===== config.mk =====
export PLATFORM = sky130hd
export DESIGN_NAME = banded_sw_accelerator
export DESIGN_NICKNAME = d
export VERILOG_FILES = /design/src/rtl/bsw_pkg.sv /design/src/rtl/bsw_cell.sv /design/src/rtl/banded_sw_accelerator.sv
export SDC_FILE = /design/constraint.sdc
export NUM_CORES = 2
export LEC_CHECK = 0
export BUFFER_PORTS_ARGS = -buffer_cell sky130_fd_sc_hd__clkbuf_2
export CAP_MARGIN = 5
export CORE_ASPECT_RATIO = 0.75
export CORE_MARGIN = 5
export CORE_UTILIZATION = 45
export DETAILED_ROUTE_END_ITERATION = 10
export PLACE_DENSITY = 0.64
export SLEW_MARGIN = 5
export SYNTH_ARGS = -nofsm -noshare
export SYNTH_HDL_FRONTEND = slang
export SYNTH_SLANG_ARGS = --single-unit

===== constraint.sdc =====
create_clock -name clk -period 39.6 [get_ports clk]
set_clock_uncertainty 0.15 [all_clocks]
set_input_delay 11.88 -clock clk [delete_from_list [all_inputs] [get_ports clk]]
set_output_delay 11.88 -clock clk [all_outputs]
set_load 0.03 [all_outputs]

===== src/rtl/bsw_pkg.sv =====
// Shared codes, enums and default scoring constants for the banded Smith-Waterman aligner.
package bsw_pkg;

    localparam int LEN_DEF      = 8;
    localparam int BAND_DEF     = 1;
    localparam int MATCH_DEF    = 2;
    localparam int MISMATCH_DEF = 1;
    localparam int GAP_DEF      = 1;
    localparam int SW_DEF       = 6;

    localparam logic [2:0] BASE_A  = 3'b000;
    localparam logic [2:0] BASE_C  = 3'b001;
    localparam logic [2:0] BASE_G  = 3'b010;
    localparam logic [2:0] BASE_T  = 3'b011;
    localparam logic [2:0] SYM_GAP = 3'b100;
    localparam logic [2:0] SYM_PAD = 3'b111;

    typedef enum logic [1:0] {PtrZero, PtrDiag, PtrUp, PtrLeft} ptr_e;

    typedef enum logic [1:0] {StIdle, StFill, StTrace, StDone} state_e;

endpackage


===== src/rtl/bsw_cell.sv =====
// One Smith-Waterman cell: max of zero, diagonal, up and left with the traceback pointer.
module bsw_cell
    import bsw_pkg::*;
#(
    parameter int SW       = SW_DEF,
    parameter int MATCH    = MATCH_DEF,
    parameter int MISMATCH = MISMATCH_DEF,
    parameter int GAP      = GAP_DEF
) (
    input  logic signed [SW-1:0] h_diag,
    input  logic signed [SW-1:0] h_up,
    input  logic signed [SW-1:0] h_left,
    input  logic                 is_match,
    output logic signed [SW-1:0] score,
    output logic [1:0]           ptr
);

    localparam logic signed [SW-1:0] MatchS = SW'(MATCH);
    localparam logic signed [SW-1:0] MissS  = SW'(MISMATCH);
    localparam logic signed [SW-1:0] GapS   = SW'(GAP);

    logic signed [SW-1:0] diag, up, left, m;

    always_comb begin
        diag = is_match ? h_diag + MatchS : h_diag - MissS;
        up   = h_up - GapS;
        left = h_left - GapS;
        m    = diag;
        if (up > m)   m = up;
        if (left > m) m = left;
        // A non-positive maximum floors to zero and always gives the ZERO pointer.
        if (m <= 0) begin
            score = '0;
            ptr   = PtrZero;
        end else begin
            score = m;
            if (diag == m)    ptr = PtrDiag;
            else if (up == m) ptr = PtrUp;
            else              ptr = PtrLeft;
        end
    end

endmodule


===== src/rtl/banded_sw_accelerator.sv =====
// Banded Smith-Waterman aligner: row-major band fill, then one traceback column per cycle.
// Optional BSW_SCORE_OUT_EN adds the best_score output.
module banded_sw_accelerator
    import bsw_pkg::*;
#(
    parameter int LEN      = LEN_DEF,
    parameter int BAND     = BAND_DEF,
    parameter int MATCH    = MATCH_DEF,
    parameter int MISMATCH = MISMATCH_DEF,
    parameter int GAP      = GAP_DEF,
    parameter int SW       = SW_DEF
) (
    input  logic                   clk,
    input  logic                   start,
    input  logic [3*LEN-1:0]       R,
    input  logic [3*LEN-1:0]       Q,
    output logic [3*(LEN+1)-1:0]   R_aligned,
    output logic [3*(LEN+1)-1:0]   Q_aligned,
    output logic                   ready
`ifdef BSW_SCORE_OUT_EN
   ,output logic [SW-1:0]          best_score
`endif
);

    localparam int IW = $clog2(LEN + 2);
    localparam int OW = 3 * (LEN + 1);

    typedef logic signed [SW-1:0] score_t;

    state_e           state;
    logic [3*LEN-1:0] r_q, q_q;
    score_t           h_q   [LEN+1][LEN+1];
    logic [1:0]       ptr_q [LEN+1][LEN+1];
    logic [IW-1:0]    i_q, j_q, bi_q, bj_q, cnt_q;
    score_t           best_q;
    logic [OW-1:0]    rbuf_q, qbuf_q;

    logic [IW-1:0] im1, jm1, j_last, j_first;
    logic [2:0]    rb, qb, sym_r, sym_q;
    logic [1:0]    cell_ptr, cur_ptr;
    score_t        cell_score;
    logic          cell_match, at_last_cell, upd, stop;

    function automatic logic [2:0] base_at(input logic [3*LEN-1:0] v, input logic [IW-1:0] k);
        logic [IW-1:0] km1;
        km1 = (k == '0) ? '0 : k - 1'b1;
        return v[int'(km1)*3 +: 3];
    endfunction

    always_comb begin
        im1          = (i_q == '0) ? '0 : i_q - 1'b1;
        jm1          = (j_q == '0) ? '0 : j_q - 1'b1;
        rb           = base_at(r_q, i_q);
        qb           = base_at(q_q, j_q);
        cell_match   = (rb == qb) && !rb[2];
        j_last       = (int'(i_q) + BAND >= LEN) ? IW'(LEN) : i_q + IW'(BAND);
        j_first      = (int'(i_q) >= BAND) ? i_q + 1'b1 - IW'(BAND) : IW'(1);
        at_last_cell = (j_q == j_last) && (i_q == IW'(LEN));
        upd          = cell_score > best_q;
        cur_ptr      = ptr_q[i_q][j_q];
        stop         = (i_q == '0) || (j_q == '0) || (cur_ptr == PtrZero) ||
                       (cnt_q == IW'(LEN + 1));
        sym_r        = (cur_ptr == PtrLeft) ? SYM_GAP : rb;
        sym_q        = (cur_ptr == PtrUp) ? SYM_GAP : qb;
    end

    // Out-of-band cells are never written, so they read back as the reset zero.
    bsw_cell #(
        .SW       (SW),
        .MATCH    (MATCH),
        .MISMATCH (MISMATCH),
        .GAP      (GAP)
    ) u_cell (
        .h_diag   (h_q[im1][jm1]),
        .h_up     (h_q[im1][j_q]),
        .h_left   (h_q[i_q][jm1]),
        .is_match (cell_match),
        .score    (cell_score),
        .ptr      (cell_ptr)
    );

    always_ff @(posedge clk or posedge start) begin
        if (start) begin
            state <= StIdle;
            r_q   <= '0;
            q_q   <= '0;
            for (int a = 0; a <= LEN; a++) begin
                for (int b = 0; b <= LEN; b++) begin
                    h_q[a][b]   <= '0;
                    ptr_q[a][b] <= PtrZero;
                end
            end
            i_q       <= IW'(1);
            j_q       <= IW'(1);
            bi_q      <= '0;
            bj_q      <= '0;
            cnt_q     <= '0;
            best_q    <= '0;
            rbuf_q    <= '1;
            qbuf_q    <= '1;
            R_aligned <= '0;
            Q_aligned <= '0;
            ready     <= 1'b0;
`ifdef BSW_SCORE_OUT_EN
            best_score <= '0;
`endif
        end else begin
            unique case (state)
                StIdle: begin
                    r_q   <= R;
                    q_q   <= Q;
                    state <= StFill;
                end
                StFill: begin
                    h_q[i_q][j_q]   <= cell_score;
                    ptr_q[i_q][j_q] <= cell_ptr;
                    if (upd) begin
                        best_q <= cell_score;
                        bi_q   <= i_q;
                        bj_q   <= j_q;
                    end
                    if (at_last_cell) begin
                        state <= StTrace;
                        i_q   <= upd ? i_q : bi_q;
                        j_q   <= upd ? j_q : bj_q;
                    end else if (j_q == j_last) begin
                        i_q <= i_q + 1'b1;
                        j_q <= j_first;
                    end else begin
                        j_q <= j_q + 1'b1;
                    end
                end
                StTrace: begin
                    if (stop) begin
                        R_aligned <= rbuf_q;
                        Q_aligned <= qbuf_q;
                        ready     <= 1'b1;
                        state     <= StDone;
`ifdef BSW_SCORE_OUT_EN
                        best_score <= best_q;
`endif
                    end else begin
                        // Columns arrive right to left; shifting up leaves the last one at [2:0].
                        rbuf_q <= {rbuf_q[OW-4:0], sym_r};
                        qbuf_q <= {qbuf_q[OW-4:0], sym_q};
                        cnt_q  <= cnt_q + 1'b1;
                        if (cur_ptr != PtrLeft) i_q <= i_q - 1'b1;
                        if (cur_ptr != PtrUp)   j_q <= j_q - 1'b1;
                    end
                end
                StDone: begin
                    state <= StDone;
                end
                default: state <= StIdle;
            endcase
        end
    end

endmodule


==> summary.txt <==
Max Root-Sink Buffers: 3
Core area: 0.0987 mm2
1st-iter DRT viols: 5137
DR vias/cell: 6.56
End of the worst hold path: rbuf_q[26]
Horiz. Die Dim: 373 um
Cell taking the most area after synthesis: dfrtp_1
Worst reg2reg setup slack: 24.68 ns
IO Pins: 105
Total global-route track usage: 34.2%
Max Freq: 67.0 MHz
Sum of net half-perimeters after detailed placement: 126000 um
Number of clock buffers inserted by TritonCTS: 85
Final setup violation count: 0
Crit path max-delay cell type: or3b_2
Type of the worst setup path: reg2reg
Synth Net Count: 4635
Crit-path most repeated cell: inv_1
Post-route clock period utilization: 37.7%
CTS tree: yes
Final WL: 185000 um
Top-area cell type share of the netlist area: 43.6%
Clk slew on worst S/H paths: 0.06 ns
Post-synthesis register bit count: 833
I/O Buffers: 104
HP Start: rbuf_q[26]
Standard-cell row count: 100
Global-route wire length before repair: 266000 um
Leading cell types by total area after synthesis: dfrtp_1 (44%), nand2_1 (8.0%), o21ai_0 (6.8%), mux4_2 (6.0%), mux2_2 (3.4%)
Vias in the first global route: 35600
Non-filler instance count after layout: 5847
Fin. Hold Viols: 0
Multi-input combinational cell area: 0.0217 mm2
Status: complete, no violations
Final routed wire length divided by cell count: 31.6 um
Beginning of the worst register-to-register path: i_q[1]
Master cell of the clock root buffer: clkbuf_16
Unrepaired setup endpoints after global routing: false
Sequential Area: 0.0209 mm2
Period minus WS final: 14.92 ns
Final design area excluding fillers: 0.0487 mm2
Largest driver fanout on the critical path: 47
Pin count of the biggest net entering global routing: 171
Top FF cell, synth: dfrtp_1
Number of cells on the worst reg-to-reg path: 51
Crit path launch type: register
Destination of the worst register-to-register timing path: bi_q[3]
Type of element capturing the critical path: register
# resized after CTS: 0
Htree depth: 3
Crit path arrival time: 15.36 ns
Max-slew violation total from the final report: 0
Final estimated routing congestion in global placement: 1.05
Synthesis-to-layout area growth: 9.27%
Initial standard-cell utilization of the core: 45.1%
Die Y: 282 um
Async SR Flop Fraction: 100%
Die Outline Area: 0.105 mm2
Post-CTS setup-driven buffer insertion count: 0
Global route total overflow: 0
Part of the Yosys area used for sequential elements: 46.9%
Delay of the slowest critical-path stage: 0.85 ns
Transition time at the pin with the least slew margin: 1.25 ns
NumNets Final: 4536
Synthesized area divided by synthesized cell count: 9.79 um2
YS warnings: 0
Mapped Area: 0.0446 mm2
CTS sink count: 833
Synth unique cells: 103
Count of placed standard cells including taps: 5690
Max-capacitance violation count: 0
ANT cells: 0
Number of enable-type register cells in the synthesized netlist: 0
First-pass detailed-route iteration total: 6
Layout cell share with drive strength beyond 1: 16.3%
Insertion delay of the later-clocked pin in the worst-skew pair: 0.71 ns
Filler instances: 9107
Total Negative Setup Slacks: 0 ns
Synthesized netlist cell count: 4550
Total via count after detailed routing: 38400
Post-layout utilization of the core: 49.3%
Cell area after placement: 0.0459 mm2
Antenna violations before repair: 6
Required time at the endpoint of the critical path: 40.04 ns
DRC: 0
Max transition margin: 16.4%
Hold WC Path Type: reg2reg
Remaining antenna violation count after routing: 0
Cts hold-fix bufs: 0
Cell depth of the worst min-delay path: 2
## flip-flops by register name, indices dropped and copies added (netlist names)
name       count
bi_q           4
q_q           24
best_q         6
ready          1
cnt_q          4
qbuf_q        27
r_q           24
h_q          486
state          2
rbuf_q        27
ptr_q        162
Q_aligned     27
j_q            4
bj_q           4
i_q            4
R_aligned     27
## Yosys cell counts, types with 36 or more instances
library cell,number
nor3_1,47
o31ai_1,92
mux2i_1,151
dfrtp_1,777
mux2_2,136
o21ai_0,604
buf_2,94
o22ai_1,52
clkbuf_1,245
a31oi_1,66
nor2_1,103
a21oi_1,117
nand3_1,50
mux4_2,118
nand2_1,954
and2_1,98
buf_4,36
dfstp_2,56
inv_1,39
## layout make-up
| cell class | count | area share, % |
|---|---|---|
| inverter | 46 | 0.373 |
| clock buffer | 120 | 4.91 |
| timing repair buffer | 215 | 2.88 |
| sequential | 833 | 43.0 |
| clock inverter | 37 | 0.776 |
| tap | 1326 | 3.41 |
| multi-input combinational | 3270 | 44.7 |
## layout by cell type, fill, tap and decap left out, drive strengths merged, types with 35 or more instances in the layout
| master | Yosys | final |
|---|---|---|
| mux4 | 118 | 118 |
| nor2 | 104 | 104 |
| dfstp | 56 | 56 |
| a21oi | 118 | 118 |
| buf | 156 | 111 |
| and2 | 98 | 98 |
| nor3 | 49 | 49 |
| o22ai | 53 | 53 |
| mux2i | 152 | 152 |
| a221oi | 35 | 35 |
| clkbuf | 245 | 224 |
| inv | 43 | 46 |
| o21ai | 615 | 615 |
| o31ai | 93 | 93 |
| nand2 | 956 | 956 |
| a31oi | 66 | 66 |
| nand3 | 50 | 50 |
| dfrtp | 777 | 777 |
| ha | 35 | 35 |
| mux2 | 136 | 136 |
## cell families (layout without fill, tap and decap cells)
kind of cell	Yosys count	after routing	synth area share, %
AO/OA/AOI/OAI	1369	1369	19.7
XOR/XNOR	39	39	0.918
adder cells (fa/ha/maj)	35	35	0.983
buffers and inverters	447	418	4.52
flip-flops	833	833	46.9
multiplexers	406	406	12.8
other	1	1	0.00842
AND/OR/NAND/NOR	1420	1420	14.1
## through the flow
step	worst slack, ns	hold WS (ns)
after global routing	24.12	0.315
final	24.68	0.304
after CTS	24.83	0.301
after detailed placement	24.11	0.297
after global placement	24.13	0.295
after floorplan	4.26	0.288
## critical path: cells and delay by family, from the launching register on
kind,cells,cell delay (ns)
adder cells (fa/ha/maj),5,1.27
AO/OA/AOI/OAI,22,5.51
multiplexers,2,0.75
flip-flops,1,0.63
AND/OR/NAND/NOR,10,3.45
buffers and inverters,12,2.91
## how the worst max path moves through the flow
stage                       from            to
after floorplan            start  Q_aligned[0]
after global placement     start    ptr_q[104]
after detailed placement   start    ptr_q[104]
after CTS                  start    ptr_q[104]
after global routing      i_q[1]       bi_q[3]
final                     i_q[1]       bi_q[3]
## layer usage
| layer | vias to the layer above | part of all wire [%] | track usage, % |
|---|---|---|---|
| li1 | 16300 | - | - |
| met1 | 19200 | 44 | 50.7 |
| met2 | 2420 | 40 | 46.4 |
| met3 | 501 | 13 | 12.1 |
| met4 | 2 | 4.1 | 11.6 |
| met5 | - | 0.0070 | 0 |
Power is not shown: default switching activity piles up to over one toggle a cycle in this logic, so the estimate is an artifact.
